==> config.mk <==
export PLATFORM = sky130hd
export DESIGN_NAME = vending_core_param_flat
export DESIGN_NICKNAME = d
export VERILOG_FILES = /design/src/rtl/vending_core_param_if.sv /design/src/rtl/vending_core_param.sv /design/src/flat_wrapper.sv
export SDC_FILE = /design/constraint.sdc
export NUM_CORES = 1
export LEC_CHECK = 0
export BUFFER_PORTS_ARGS = -buffer_cell sky130_fd_sc_hd__buf_2
export CORE_MARGIN = 10
export CORE_UTILIZATION = 58
export CTS_CLUSTER_DIAMETER = 120
export DETAILED_ROUTE_END_ITERATION = 10
export PLACE_DENSITY = 0.81
export SLEW_MARGIN = 15
export SYNTH_ARGS = -nofsm -noshare
export SYNTH_HDL_FRONTEND = slang
export SYNTH_SLANG_ARGS = --single-unit
export TNS_END_PERCENT = 1
==> constraint.sdc <==
create_clock -name clk -period 3.6 [get_ports clk]
set_clock_uncertainty 0.15 [all_clocks]
set_input_delay 0.18 -clock clk [delete_from_list [all_inputs] [get_ports clk]]
set_output_delay 0.18 -clock clk [all_outputs]
set_load 0.01 [all_outputs]
==> src/rtl/vending_core_param_if.sv <==
// Signal bundle between the coin/keypad front end, the vending core and the
// dispenser / change-hopper drivers.
interface vending_core_param_if #(
  parameter int NUM_ITEMS = 4,
  parameter int BAL_W     = 8
);
  localparam int IDX_W = (NUM_ITEMS > 1) ? $clog2(NUM_ITEMS) : 1;

  logic                       coin_valid;
  logic [1:0]                 coin_type;
  logic                       sel_valid;
  logic [IDX_W-1:0]           sel_idx;
  logic                       cancel;
  logic                       restock;
  logic [IDX_W-1:0]           restock_idx;
  logic [NUM_ITEMS*BAL_W-1:0] price_flat;

  logic                       dispense;
  logic [IDX_W-1:0]           dispense_idx;
  logic                       change_valid;
  logic [1:0]                 change_coin;
  logic                       coin_reject;
  logic                       err_funds;
  logic                       err_soldout;
  logic [BAL_W-1:0]           balance;
  logic [NUM_ITEMS-1:0]       sold_out;
  logic                       busy;

  modport master (
    output coin_valid, coin_type, sel_valid, sel_idx, cancel,
           restock, restock_idx, price_flat,
    input  dispense, dispense_idx, change_valid, change_coin, coin_reject,
           err_funds, err_soldout, balance, sold_out, busy
  );

  modport slave (
    input  coin_valid, coin_type, sel_valid, sel_idx, cancel,
           restock, restock_idx, price_flat,
    output dispense, dispense_idx, change_valid, change_coin, coin_reject,
           err_funds, err_soldout, balance, sold_out, busy
  );
endinterface

==> src/rtl/vending_core_param.sv <==
// Parametrised multi-item vending controller: credit, per-item stock, vend and
// greedy one-coin-per-cycle change return. All outputs are registered.
module vending_core_param #(
  parameter int NUM_ITEMS  = 4,
  parameter int BAL_W      = 8,
  parameter int MAX_BAL    = 200,
  parameter int STOCK_W    = 4,
  parameter int INIT_STOCK = 8
) (
  input logic                 clk,
  input logic                 rst_n,
  vending_core_param_if.slave bus
);
  localparam int IDX_W = (NUM_ITEMS > 1) ? $clog2(NUM_ITEMS) : 1;

  localparam logic [1:0] ST_IDLE   = 2'd0;
  localparam logic [1:0] ST_VEND   = 2'd1;
  localparam logic [1:0] ST_CHANGE = 2'd2;

  localparam logic [BAL_W-1:0]     V5           = BAL_W'(5);
  localparam logic [BAL_W-1:0]     V10          = BAL_W'(10);
  localparam logic [BAL_W-1:0]     V25          = BAL_W'(25);
  localparam logic [BAL_W:0]       MAX_BAL_EXT  = (BAL_W+1)'(MAX_BAL);
  localparam logic [STOCK_W-1:0]   INIT_STOCK_V = STOCK_W'(INIT_STOCK);
  localparam logic [STOCK_W-1:0]   STOCK_ONE    = STOCK_W'(1);
  localparam logic [NUM_ITEMS-1:0] SOLD_OUT_RST = {NUM_ITEMS{INIT_STOCK == 0}};

  logic [1:0]           state_q, state_d;
  logic [BAL_W-1:0]     balance_q, balance_d;
  logic [STOCK_W-1:0]   stock_q [NUM_ITEMS];
  logic [STOCK_W-1:0]   stock_d [NUM_ITEMS];
  logic [IDX_W-1:0]     vend_idx_q, vend_idx_d;
  logic [BAL_W-1:0]     vend_price_q, vend_price_d;
  logic                 dispense_q, dispense_d;
  logic [IDX_W-1:0]     dispense_idx_q, dispense_idx_d;
  logic                 change_valid_q, change_valid_d;
  logic [1:0]           change_coin_q, change_coin_d;
  logic                 coin_reject_q, coin_reject_d;
  logic                 err_funds_q, err_funds_d;
  logic                 err_soldout_q, err_soldout_d;
  logic [NUM_ITEMS-1:0] sold_out_q, sold_out_d;

  logic                 sel_in_range;
  logic [STOCK_W-1:0]   sel_stock;
  logic [BAL_W-1:0]     sel_price;
  logic                 coin_legal;
  logic [BAL_W-1:0]     coin_val;
  logic [BAL_W:0]       coin_sum;
  logic                 coin_fits;

  // Look up stock and price of the selected item without indexing past the table.
  always_comb begin
    sel_in_range = 1'b0;
    sel_stock    = '0;
    sel_price    = '0;
    for (int i = 0; i < NUM_ITEMS; i++) begin
      if (bus.sel_idx == IDX_W'(i)) begin
        sel_in_range = 1'b1;
        sel_stock    = stock_q[i];
        sel_price    = bus.price_flat[i*BAL_W +: BAL_W];
      end
    end
  end

  always_comb begin
    coin_legal = 1'b1;
    coin_val   = '0;
    case (bus.coin_type)
      2'b00:   coin_val = V5;
      2'b01:   coin_val = V10;
      2'b10:   coin_val = V25;
      default: coin_legal = 1'b0;
    endcase
  end

  // One extra bit so the ceiling test cannot wrap when MAX_BAL is near 2^BAL_W.
  assign coin_sum  = {1'b0, balance_q} + {1'b0, coin_val};
  assign coin_fits = coin_legal && (coin_sum <= MAX_BAL_EXT);

  always_comb begin
    state_d        = state_q;
    balance_d      = balance_q;
    stock_d        = stock_q;
    vend_idx_d     = vend_idx_q;
    vend_price_d   = vend_price_q;
    dispense_d     = 1'b0;
    dispense_idx_d = dispense_idx_q;
    change_valid_d = 1'b0;
    change_coin_d  = change_coin_q;
    coin_reject_d  = 1'b0;
    err_funds_d    = 1'b0;
    err_soldout_d  = 1'b0;
    sold_out_d     = '0;

    case (state_q)
      ST_IDLE: begin
        if (bus.cancel) begin
          coin_reject_d = bus.coin_valid;
          if (balance_q != '0) state_d = ST_CHANGE;
        end else if (bus.sel_valid) begin
          coin_reject_d = bus.coin_valid;
          if (!sel_in_range || (sel_stock == '0)) begin
            err_soldout_d = 1'b1;
          end else if (balance_q < sel_price) begin
            err_funds_d = 1'b1;
          end else begin
            state_d      = ST_VEND;
            vend_idx_d   = bus.sel_idx;
            vend_price_d = sel_price;
          end
        end else if (bus.coin_valid) begin
          if (coin_fits) balance_d = coin_sum[BAL_W-1:0];
          else           coin_reject_d = 1'b1;
        end
      end

      ST_VEND: begin
        coin_reject_d  = bus.coin_valid;
        dispense_d     = 1'b1;
        dispense_idx_d = vend_idx_q;
        balance_d      = balance_q - vend_price_q;
        for (int i = 0; i < NUM_ITEMS; i++) begin
          if (vend_idx_q == IDX_W'(i)) stock_d[i] = stock_q[i] - STOCK_ONE;
        end
        state_d = (balance_d != '0) ? ST_CHANGE : ST_IDLE;
      end

      ST_CHANGE: begin
        coin_reject_d  = bus.coin_valid;
        change_valid_d = 1'b1;
        if (balance_q >= V25) begin
          change_coin_d = 2'b10;
          balance_d     = balance_q - V25;
        end else if (balance_q >= V10) begin
          change_coin_d = 2'b01;
          balance_d     = balance_q - V10;
        end else if (balance_q >= V5) begin
          change_coin_d = 2'b00;
          balance_d     = balance_q - V5;
        end else begin
          change_valid_d = 1'b0;
          balance_d      = '0;
        end
        if (balance_d == '0) state_d = ST_IDLE;
      end

      default: state_d = ST_IDLE;
    endcase

    // Restock is applied last so it overrides a same-cycle vend decrement.
    if (bus.restock) begin
      for (int i = 0; i < NUM_ITEMS; i++) begin
        if (bus.restock_idx == IDX_W'(i)) stock_d[i] = INIT_STOCK_V;
      end
    end

    for (int i = 0; i < NUM_ITEMS; i++) begin
      sold_out_d[i] = (stock_d[i] == '0);
    end
  end

  always_ff @(posedge clk or negedge rst_n) begin
    if (!rst_n) begin
      state_q        <= ST_IDLE;
      balance_q      <= '0;
      for (int i = 0; i < NUM_ITEMS; i++) stock_q[i] <= INIT_STOCK_V;
      vend_idx_q     <= '0;
      vend_price_q   <= '0;
      dispense_q     <= 1'b0;
      dispense_idx_q <= '0;
      change_valid_q <= 1'b0;
      change_coin_q  <= 2'b00;
      coin_reject_q  <= 1'b0;
      err_funds_q    <= 1'b0;
      err_soldout_q  <= 1'b0;
      sold_out_q     <= SOLD_OUT_RST;
    end else begin
      state_q        <= state_d;
      balance_q      <= balance_d;
      for (int i = 0; i < NUM_ITEMS; i++) stock_q[i] <= stock_d[i];
      vend_idx_q     <= vend_idx_d;
      vend_price_q   <= vend_price_d;
      dispense_q     <= dispense_d;
      dispense_idx_q <= dispense_idx_d;
      change_valid_q <= change_valid_d;
      change_coin_q  <= change_coin_d;
      coin_reject_q  <= coin_reject_d;
      err_funds_q    <= err_funds_d;
      err_soldout_q  <= err_soldout_d;
      sold_out_q     <= sold_out_d;
    end
  end

  assign bus.dispense     = dispense_q;
  assign bus.dispense_idx = dispense_idx_q;
  assign bus.change_valid = change_valid_q;
  assign bus.change_coin  = change_coin_q;
  assign bus.coin_reject  = coin_reject_q;
  assign bus.err_funds    = err_funds_q;
  assign bus.err_soldout  = err_soldout_q;
  assign bus.balance      = balance_q;
  assign bus.sold_out     = sold_out_q;
  assign bus.busy         = (state_q != ST_IDLE);
endmodule

==> src/flat_wrapper.sv <==
// flat-port wrapper written by rule: the top's interface ports become plain ports
module vending_core_param_flat 
#(
  parameter int NUM_ITEMS  = 4,
  parameter int BAL_W      = 8,
  parameter int MAX_BAL    = 200,
  parameter int STOCK_W    = 4,
  parameter int INIT_STOCK = 8
)
  (clk, rst_n, bus_coin_valid, bus_coin_type, bus_sel_valid, bus_sel_idx, bus_cancel, bus_restock, bus_restock_idx, bus_price_flat, bus_dispense, bus_dispense_idx, bus_change_valid, bus_change_coin, bus_coin_reject, bus_err_funds, bus_err_soldout, bus_balance, bus_sold_out, bus_busy);
  vending_core_param_if #(.NUM_ITEMS(NUM_ITEMS), .BAL_W(BAL_W)) bus_i ();
  input logic clk;
  input logic rst_n;
  input wire logic [$bits(bus_i.coin_valid)-1:0] bus_coin_valid;
  input wire logic [$bits(bus_i.coin_type)-1:0] bus_coin_type;
  input wire logic [$bits(bus_i.sel_valid)-1:0] bus_sel_valid;
  input wire logic [$bits(bus_i.sel_idx)-1:0] bus_sel_idx;
  input wire logic [$bits(bus_i.cancel)-1:0] bus_cancel;
  input wire logic [$bits(bus_i.restock)-1:0] bus_restock;
  input wire logic [$bits(bus_i.restock_idx)-1:0] bus_restock_idx;
  input wire logic [$bits(bus_i.price_flat)-1:0] bus_price_flat;
  output wire logic [$bits(bus_i.dispense)-1:0] bus_dispense;
  output wire logic [$bits(bus_i.dispense_idx)-1:0] bus_dispense_idx;
  output wire logic [$bits(bus_i.change_valid)-1:0] bus_change_valid;
  output wire logic [$bits(bus_i.change_coin)-1:0] bus_change_coin;
  output wire logic [$bits(bus_i.coin_reject)-1:0] bus_coin_reject;
  output wire logic [$bits(bus_i.err_funds)-1:0] bus_err_funds;
  output wire logic [$bits(bus_i.err_soldout)-1:0] bus_err_soldout;
  output wire logic [$bits(bus_i.balance)-1:0] bus_balance;
  output wire logic [$bits(bus_i.sold_out)-1:0] bus_sold_out;
  output wire logic [$bits(bus_i.busy)-1:0] bus_busy;
  assign bus_i.coin_valid = bus_coin_valid;
  assign bus_i.coin_type = bus_coin_type;
  assign bus_i.sel_valid = bus_sel_valid;
  assign bus_i.sel_idx = bus_sel_idx;
  assign bus_i.cancel = bus_cancel;
  assign bus_i.restock = bus_restock;
  assign bus_i.restock_idx = bus_restock_idx;
  assign bus_i.price_flat = bus_price_flat;
  assign bus_dispense = bus_i.dispense;
  assign bus_dispense_idx = bus_i.dispense_idx;
  assign bus_change_valid = bus_i.change_valid;
  assign bus_change_coin = bus_i.change_coin;
  assign bus_coin_reject = bus_i.coin_reject;
  assign bus_err_funds = bus_i.err_funds;
  assign bus_err_soldout = bus_i.err_soldout;
  assign bus_balance = bus_i.balance;
  assign bus_sold_out = bus_i.sold_out;
  assign bus_busy = bus_i.busy;
  vending_core_param #(.NUM_ITEMS(NUM_ITEMS), .BAL_W(BAL_W), .MAX_BAL(MAX_BAL), .STOCK_W(STOCK_W), .INIT_STOCK(INIT_STOCK)) u_core (.clk(clk), .rst_n(rst_n), .bus(bus_i));
endmodule
==> results.md <==
- Status: complete, no violations
- Commonest non-fill, non-tap cell in the layout: buf_2
- Ys Warns: 0
- Hpwl dp: ~8.7 mm
- Reg2reg start: u_core.bus.balance[0]
- Crit-path leading delay family: compound AO/OA/AOI/OAI gates
- IO Count: 66
- Post-synthesis mux area share: 0.0638
- Worst skew pair latency: a little over 0.3 ns
- Critical path destination: u_core.state_q[1]
- CP bufs+invs: 2
- Crit Path Class: reg -> reg
- Post-CTS setup buffers: 0
- R2R depth: 11
- Post-synthesis xor/xnor area fraction: 0.0438
- # DRC: 0
- Num CTS Buffers: 5
- Final hold violation count: 0
- Reg2reg end: u_core.state_q[1]
- Crit end category: register
- Core area: about 0.0069 mm^2
- Worst relative slew slack: 0.561
- Maxcap violations: 0
- Register area: between 0.001 and 0.0015 mm^2
- Syn Inst Count: roughly 470
- I/O Buffers: 65
- Clk sink count: roughly 50
- Synth Net Count: 559
- Fmax: 0.306 GHz
- CP peak stage delay: about 0.51 ns
- GR Overflow Total: 0
- Synth Area in Adders: 0.126
- # fillers: 596
- First-pass GRT wire length: between 15 and 20 mm
- Cell Area, Synth: ~0.0042 mm^2
- Drt pass-1 iters: 5
- Synthesis-stage register bit count: between 40 and 50
- Largest family of logic cells by synthesized area: compound AO/OA/AOI/OAI gates
- Die Span Y: roughly 110 um
- Yosys cell types: about 80
- Total track usage: 0.197
- DR vias: about 3,900
- Critical-path top delay cell: dfrtp_1
- CTS tree: yes
- Placed Cells: between 600 and 700
- CP max FO: 12
- # setup viols final: 0
- Post-synthesis sequential area ratio: 0.293
- Compound-Gate Fraction of Synth Area: 0.230
- Post-Route WL: between 10 and 15 mm
- Multi-input gate area: approximately 0.0027 mm^2
- H-Tree Level Count: 2
- Clock Path Buffers: 2
- Asr flop ratio synth: 1.00
- Nets@finish: 620
- First DRT Iteration DRCs: just under 400
- Vias in the first global route: 3,930
- Die Wd: ~110 um
- Via density: roughly 6.2
- Unrepaired setup endpoints after global routing: no
- Crit path time final: between 3 and 4 ns
- Std cell rows: 30
- Reg-to-reg slack, setup: 0.34 ns
- Tcrit/Tclk final: 0.907
- Fin cells: approximately 630
- Fin. max-slew vios: 0
- ANT nets after route: 0
- Crit-path cells: inv_1 -> ha_1 -> inv_1 -> fa_1 -> a21o_1 -> a21oi_1 -> xnor2_1 -> or4b_1 -> o31ai_1 -> nand3_1 -> o31a_1
- Slew at the pin closest to its max-slew limit: 0.657 ns
- Leakage power: 2.19 nW
- Syn avg cell area: roughly 8.9 um^2
- Commonest cells after routing, fill and taps aside: buf_2 (64), dfrtp_1 (45), inv_1 (40)
- Final setup TNS: 0 ns
- N_diodes: 0
- Hold Path Stages: 3
- Routed WL per cell: 17.8 um
- Hold crit path type: in -> reg
- RD Place Congestion: just under 1
- Starting density of the core: 0.608
- Critical path arrival: 3.32 ns
- Ratio of cells with drive above 1 in the final layout: 0.211
- Largest net degree at the start of global routing: 50
- Cell area power density: 964 mW/mm^2
- EDFF count, synth: 0
- Initial antenna violation count: 0
- Crit start category: register
- Die Footprint: 0.0110 mm^2
- Simple-Gate Fraction of Synth Area: 0.181
- Critical Path Start: u_core.bus.balance[0]
- Top cell by count, worst path: inv_1
- Clock-pin transition on the worst setup and hold timing paths: 0.11 ns
- Synth Flop Type: dfrtp_1
- Crit path depth: 11
- Area grow syn2layout: 12.6%
- Peak supply drop: 0.000439 V
- Clock root buffer master: clkbuf_8
- Critical path data required time: between 3 and 4 ns
-- worst min path at each step --
stage	start	slack (ns)	end
2_1_floorplan	rst_n	-0.27	u_core.bus.balance[0]
3_3_place_gp	rst_n	0.29	u_core.stock_q[8]
3_5_place_dp	bus_restock_idx[0]	0.29	u_core.stock_q[7]
4_1_cts	bus_restock	0.009	u_core.stock_q[11]
5_1_grt	bus_restock	0.04	u_core.stock_q[11]
6_report	bus_restock	0.02	u_core.stock_q[11]
-- report_power, final --
part	internal, W	switching, W	total [W]
registers	0.000793	0.000266	0.00106
clock network	0.000142	0.000213	0.000355
logic	0.00130	0.00185	0.00314
-- area by class of cell --
class,count,share of cell area
clock inverter,3,0.00556
timing repair buffer,75,0.0874
sequential,49,0.261
inverter,43,0.0342
clock buffer,5,0.0146
multi-input combinational,361,0.572
tap,96,0.0254
-- worst reg2reg max path, cell delays in order (launching register included) --
cell     delay (ns)
dfrtp_1        0.51
inv_1          0.25
ha_1           0.21
inv_1          0.06
fa_1           0.41
a21o_1         0.17
a21oi_1        0.16
xnor2_1        0.11
or4b_1         0.50
o31ai_1        0.22
nand3_1        0.11
o31a_1         0.30
-- through the flow --
step | setup slack (ns) | instance area, um^2 | total power (W) | hold WS (ns) | utilization
after floorplan | 0.465 | 4200 | 0.00331 | -0.266 | -
after global placement | 0.438 | 4590 | 0.00401 | 0.287 | 0.664
after detailed placement | 0.378 | 4590 | 0.00412 | 0.293 | 0.664
after CTS | 0.355 | 4720 | 0.00450 | 0.00902 | 0.684
after global routing | 0.197 | 4730 | 0.00493 | 0.0442 | 0.684
final | 0.336 | 4730 | 0.00456 | 0.0154 | 0.684
-- synth_stat cells, drive strengths merged (4+ instances only) --
library cell  number  share of area
nor2              35          0.031
xnor2             10          0.021
xor2              11          0.023
or4                5         0.0098
nor3              19          0.023
a211oi             8          0.016
buf               11          0.015
nand2b             7          0.011
a31oi              8          0.012
o211ai             6          0.012
and3               8          0.012
dfrtp             45           0.27
inv               40          0.036
a21boi             4         0.0072
nor4               5         0.0075
o21ai             26          0.033
clkbuf            10         0.0089
a21oi             26          0.034
mux4               8          0.043
a21o               9          0.016
mux2               6          0.016
nand3              8         0.0095
o2bb2ai            4         0.0083
ha                39           0.12
o2111ai            4         0.0083
nand2             35          0.032
dfstp              4          0.025
a221oi             6          0.013
-- sequential cells by signal (all words and copies together) (netlist names) --
signal,cells
u_core.bus.coin_reject,1
u_core.bus.dispense,1
u_core.bus.err_funds,1
u_core.vend_idx_q,2
u_core.vend_price_q,8
u_core.state_q,2
u_core.bus.dispense_idx,2
u_core.bus.err_soldout,1
u_core.bus.balance,8
u_core.bus.change_valid,1
u_core.bus.change_coin,2
u_core.bus.sold_out,4
u_core.stock_q,16
-- layer usage --
metal | up-vias | global-route usage | share of wire
met2 | 202 | 0.317 | 0.46
met5 | - | 0 | 0
li1 | 1857 | - | -
met3 | 29 | 0.0442 | 0.095
met1 | 1854 | 0.257 | 0.43
met4 | 0 | 0.0608 | 0.019
-- cell families (layout without fill, tap and decap cells) --
kind of cell / Yosys count / after routing
flops: 49 / 49
simple gates: 148 / 148
xor+xnor: 21 / 21
mux: 16 / 16
fa+ha+maj: 41 / 41
compound gates: 135 / 135
buf+inv: 64 / 126
-- repair_timing --
item | CTS | global route
hold buffers | 4 | 0
resized for setup | 0 | 0
hold endpoints to repair | 48 | 0
Note: power is estimated with default switching activity, not from simulation.
